`src/rtl/gcd_rr_arbiter.sv`:
```
// ----------------------------------------------------------------------------
// gcd_rr_arbiter
//   Shares a single GCD unit between NREQ requesters. Requests are granted
//   round-robin with at most one transaction outstanding. The winner's request
//   goes to the GCD istream, and the GCD ostream result is routed back only to
//   the requester that owns the transaction. No message data is stored here:
//   result backpressure is left to the GCD unit, which holds its output.
//
// Ports
//   clk              rising-edge clock
//   reset            asynchronous, active-low reset
//   req_val/rdy/msg  per-requester request streams (msg i at [32*i+31:32*i])
//   resp_val/rdy     per-requester response handshake
//   resp_msg         shared 16-bit response data (0 when no response valid)
//   gcd_istream_*    request stream to the GCD unit
//   gcd_ostream_*    result stream from the GCD unit
//   busy             a transaction is in flight
//   owner            id of the current or last granted requester
//   txn_count        completed transactions, wraps at 2^16
// ----------------------------------------------------------------------------
module gcd_rr_arbiter #(
    parameter  int NREQ = 4,
    localparam int IDW  = $clog2(NREQ)
) (
    input  logic                  clk,
    input  logic                  reset,
    input  logic [NREQ-1:0]       req_val,
    output logic [NREQ-1:0]       req_rdy,
    input  logic [32*NREQ-1:0]    req_msg,
    output logic [NREQ-1:0]       resp_val,
    input  logic [NREQ-1:0]       resp_rdy,
    output logic [15:0]           resp_msg,
    output logic                  gcd_istream_val,
    input  logic                  gcd_istream_rdy,
    output logic [31:0]           gcd_istream_msg,
    input  logic                  gcd_ostream_val,
    output logic                  gcd_ostream_rdy,
    input  logic [15:0]           gcd_ostream_msg,
    output logic                  busy,
    output logic [IDW-1:0]        owner,
    output logic [15:0]           txn_count
);

    typedef enum logic {IDLE, BUSY} state_t;

    state_t         state_q, state_d;
    logic [IDW-1:0] rr_ptr_q, rr_ptr_d;
    logic [IDW-1:0] owner_q, owner_d;
    logic [15:0]    txn_q, txn_d;

    logic           win_found;
    logic [IDW-1:0] win_id;
    logic [31:0]    win_msg;
    logic [IDW:0]   cand;
    logic           own_rdy;

    // Round-robin search starting at rr_ptr. The candidate id is kept one bit
    // wider so the modulo wrap is a single compare-and-subtract.
    always_comb begin
        win_found = 1'b0;
        win_id    = '0;
        cand      = '0;
        for (int k = 0; k < NREQ; k++) begin
            cand = {1'b0, rr_ptr_q} + (IDW+1)'(k);
            if (cand >= (IDW+1)'(NREQ))
                cand = cand - (IDW+1)'(NREQ);
            if (!win_found && req_val[cand[IDW-1:0]]) begin
                win_found = 1'b1;
                win_id    = cand[IDW-1:0];
            end
        end
    end

    // Winner message mux and owner's response-ready select.
    always_comb begin
        win_msg = '0;
        own_rdy = 1'b0;
        for (int i = 0; i < NREQ; i++) begin
            if (win_found && win_id == IDW'(i))
                win_msg = req_msg[32*i +: 32];
            if (owner_q == IDW'(i))
                own_rdy = resp_rdy[i];
        end
    end

    // Next state and outputs. Outputs are additionally qualified by reset so
    // that asserting it forces every stream output low immediately, even
    // though IDLE would otherwise reflect req_val combinationally.
    always_comb begin
        state_d         = state_q;
        rr_ptr_d        = rr_ptr_q;
        owner_d         = owner_q;
        txn_d           = txn_q;
        req_rdy         = '0;
        resp_val        = '0;
        resp_msg        = '0;
        gcd_istream_val = 1'b0;
        gcd_istream_msg = '0;
        gcd_ostream_rdy = 1'b0;
        if (reset) begin
            case (state_q)
                IDLE: begin
                    gcd_istream_val = win_found;
                    gcd_istream_msg = win_msg;
                    for (int i = 0; i < NREQ; i++)
                        req_rdy[i] = win_found && (win_id == IDW'(i)) && gcd_istream_rdy;
                    if (win_found && gcd_istream_rdy) begin
                        owner_d  = win_id;
                        rr_ptr_d = (win_id == IDW'(NREQ-1)) ? '0 : win_id + 1'b1;
                        state_d  = BUSY;
                    end
                end
                BUSY: begin
                    for (int i = 0; i < NREQ; i++)
                        resp_val[i] = gcd_ostream_val && (owner_q == IDW'(i));
                    resp_msg        = gcd_ostream_val ? gcd_ostream_msg : 16'h0;
                    gcd_ostream_rdy = own_rdy;
                    if (gcd_ostream_val && own_rdy) begin
                        txn_d   = txn_q + 16'd1;
                        state_d = IDLE;
                    end
                end
                default: state_d = IDLE;
            endcase
        end
    end

    always_ff @(posedge clk or negedge reset) begin
        if (!reset) begin
            state_q  <= IDLE;
            rr_ptr_q <= '0;
            owner_q  <= '0;
            txn_q    <= '0;
        end else begin
            state_q  <= state_d;
            rr_ptr_q <= rr_ptr_d;
            owner_q  <= owner_d;
            txn_q    <= txn_d;
        end
    end

    assign busy      = (state_q == BUSY);
    assign owner     = owner_q;
    assign txn_count = txn_q;

endmodule

```
`config.mk`:
```
export PLATFORM = sky130hd
export DESIGN_NAME = gcd_rr_arbiter
export DESIGN_NICKNAME = d
export VERILOG_FILES = /design/src/rtl/gcd_rr_arbiter.sv
export SDC_FILE = /design/constraint.sdc
export NUM_CORES = 1
export LEC_CHECK = 0
export CORE_AREA = 2 2 90 92
export CTS_CLUSTER_DIAMETER = 80
export DETAILED_ROUTE_END_ITERATION = 10
export DIE_AREA = 0 0 92 94
export DONT_BUFFER_PORTS = 1
export SLEW_MARGIN = 40
export SYNTH_ARGS = -nofsm -noshare
export SYNTH_HDL_FRONTEND = slang
export SYNTH_SLANG_ARGS = --single-unit
```
`constraint.sdc`:
```
create_clock -name clk -period 5.2 [get_ports clk]
set_clock_uncertainty 0.05 [all_clocks]
set_input_delay 0.78 -clock clk [delete_from_list [all_inputs] [get_ports clk]]
set_output_delay 0.78 -clock clk [all_outputs]
set_load 0.02 [all_outputs]
```
==> flow_metrics.tcl <==
set metrics [dict create \
    cts_root_buf "clkbuf_8" \
    die_area_um2 8648 \
    fin_nets 490 \
    fin_crit_ns 3.696 \
    clock_path_buffers 2 \
    clk_pin_slew_ns 0.08 \
    netlist_area_um2 2369 \
    ir_drop_mv 0.2395 \
    r2r_start "busy" \
    regArea_um2 525.5 \
    syn2layout_area_growth_pct 4.543 \
    leakage_nw 0.9446 \
    vias 2545 \
    crit_arrival_ns 2.87 \
    die_w_um 92 \
    multi_input_area_um2 1722 \
    synth_flop_cell "dfrtp_1" \
    io_pins 233 \
    fp-row-count 32 \
    powerDensity_nw_per_um2 470.3 \
    crit_end "gcd_istream_msg[22]" \
    fin_ws_ns 1.504 \
    rsz0062_at_grt "false" \
    synth_edf_count 0 \
    clk_latency_ns 0.26 \
    routedWlPerCell_um 18.61 \
    die_height_um 94 \
    max-slew-margin-rel 0.4413 \
    cts_tree "done" \
    max_freq_ghz 0.2706 \
    finalMaxSlewViolations 0 \
    start_util 0.3113 \
    dp_hpwl_mm 6.298 \
    ff2ff_setup_slack_ns 3.09 \
    grt_pass1_wl_mm 11.36 \
    wl_mm 8.001 \
    synth_nets 510 \
    finalHoldViolations 0 \
    fin_crit_sh 0.7108 \
    worst_ep_required_time_ns 4.37 \
    rr_endpoint "owner[1]" \
    drv_cap 0 \
    grt_max_degree 66 \
    worstSetupPathType "primary input to output pin" \
    critPathLaunch "req_val[3]" \
    crit_path_end_kind "output pin" \
    worstRegToRegCells 4 \
    cts_sinks 21 \
    core_um2 7607 \
    antenna_found_initial 0 \
    portBuffers 0 \
    grt_pass1_vias 2182 \
    yosysSeqAreaShare 0.2219 \
    ant_nets 0 \
    netlist.area_leader.share 0.2219 \
    drtIter0Drc 128 \
    cts_buffers 3 \
    cts_resized 0 \
    drcViolationCount 0 \
    netlist_top_cells_area "dfrtp_1, a221oi_1, nand2_1" \
    grtUsageTotal 0.1624 \
    ys_seq_elements 21 \
    critPathLaunchType "primary input" \
    post_synth.cell_area_avg_um2 6.787 \
    cts_hold_buf 0 \
    postSynth.asyncResetShare 1.000 \
    synthCells 349 \
    fillers 814 \
    viasPerCell 5.919 \
    antenna_cells 0 \
    grt-ovfl-total 0 \
    drt_pass1_iterations 5 \
    hold_path.class "primary input to asynchronous set/reset pin" \
    yosys_warnings 0 \
    setup_viol 0 \
    postCtsSetupBuffers 0 \
    gp_congestion 0.8252 \
    h-tree-depth 1 \
    path_max_fanout 33 \
    yosysTopAreaCell "dfrtp_1" \
    tightest_slew_ns 0.8316 \
    drive_above_1_share 0.07622 \
    dp_slack_ns 1.508 \
    yosysUniqueCellTypes 35 \
    tns_ns 0 \
    outcome "complete, no violations" \
]
cell type report:
class,count,share of cell area
multi-input cells,294,0.6953
flip-flops and latches,21,0.2122
well taps,102,0.05154
clock buffers,3,0.01668
repair buffers,5,0.01516
inverters,4,0.006064
clock inverters,1,0.003032
registers in the layout, indices dropped and copies added (netlist names):
name / count
busy: 1
owner: 2
txn_count: 16
rr_ptr_q: 2
metal layers:
metal  up-vias  global-route usage  part of all wire  wire length [um]
li1       1183                   -                 -                 -
met1      1160              0.1952              0.37              2994
met2       185              0.2960              0.50              3964
met3        17             0.02568              0.11               842
met4         0             0.05224             0.025               199
met5         -                   0                 0                 0
layout by cell type, fill, tap and decap left out, types with 5 or more instances in the layout:
cell | Yosys | layout
nand2_1 | 71 | 71
nor2_1 | 44 | 43
nor3_1 | 34 | 34
o21ai_0 | 32 | 32
a221oi_1 | 32 | 32
and2_1 | 21 | 21
dfrtp_1 | 21 | 21
xnor2_1 | 9 | 9
xor2_1 | 6 | 6
nand3_1 | 5 | 5
nand4_1 | 5 | 5
buf_4 | 0 | 5
where the power goes:
part | internal [mW] | leakage (nW) | total (mW) | switching (mW)
clock network | 0.0541 | 0.0217 | 0.108 | 0.0541
registers | 0.197 | 0.266 | 0.286 | 0.0890
logic | 0.257 | 0.657 | 0.771 | 0.514
metrics by stage:
stage / cell area (um2) / hold WS, ns / instances / util / total power, mW
floorplan: 2369 / 0.4344 / 349 / - / 0.9241
global placement: 2415 / 0.4351 / 426 / 0.3174 / 1.040
detailed placement: 2427 / 0.4349 / 426 / 0.3191 / 1.062
CTS: 2476 / 0.1423 / 430 / 0.3255 / 1.173
global route: 2476 / 0.1348 / 430 / 0.3255 / 1.272
finish: 2476 / 0.1507 / 430 / 0.3255 / 1.164
how the worst min path moves through the flow:
stage | start | endpoint | slack (ns)
2_1_floorplan | reset | busy | 0.43
3_3_place_gp | reset | txn_count[14] | 0.44
3_5_place_dp | reset | txn_count[2] | 0.43
4_1_cts | reset | txn_count[14] | 0.14
5_1_grt | reset | txn_count[2] | 0.13
6_report | reset | txn_count[14] | 0.15
cells in the mapped netlist (all sizes together) (5+ instances only):
library cell / n
clkbuf: 21
nor3: 34
a221oi: 32
dfrtp: 21
xor2: 6
nand3: 5
ha: 5
and2: 22
o21ai: 32
nand2: 71
and3: 5
nand4: 5
nor2: 44
xnor2: 9
buf: 9
worst max-delay path, cell delays in order:
cell and delay [ns]:
nand2b_1 0.12, a211oi_1 0.22, nor2_1 0.12, inv_1 0.12, ha_1 0.15, buf_4 0.32, nand2_1 0.08, o21ai_0 0.15
a221oi_1 0.10, nor3_1 0.70
kinds of logic (layout without fill, tap and decap cells):
family / count (synthesis) / count (layout) / share of synthesized area
AND/OR/NAND/NOR: 199 / 199 / 0.3994
multiplexers: 6 / 6 / 0.03433
AO/OA/AOI/OAI: 69 / 69 / 0.2018
flip-flops: 21 / 21 / 0.2219
XOR/XNOR: 15 / 15 / 0.05547
buffers and inverters: 34 / 13 / 0.06075
adder cells (fa/ha/maj): 5 / 5 / 0.02641
(Power assumes the default switching activity.)
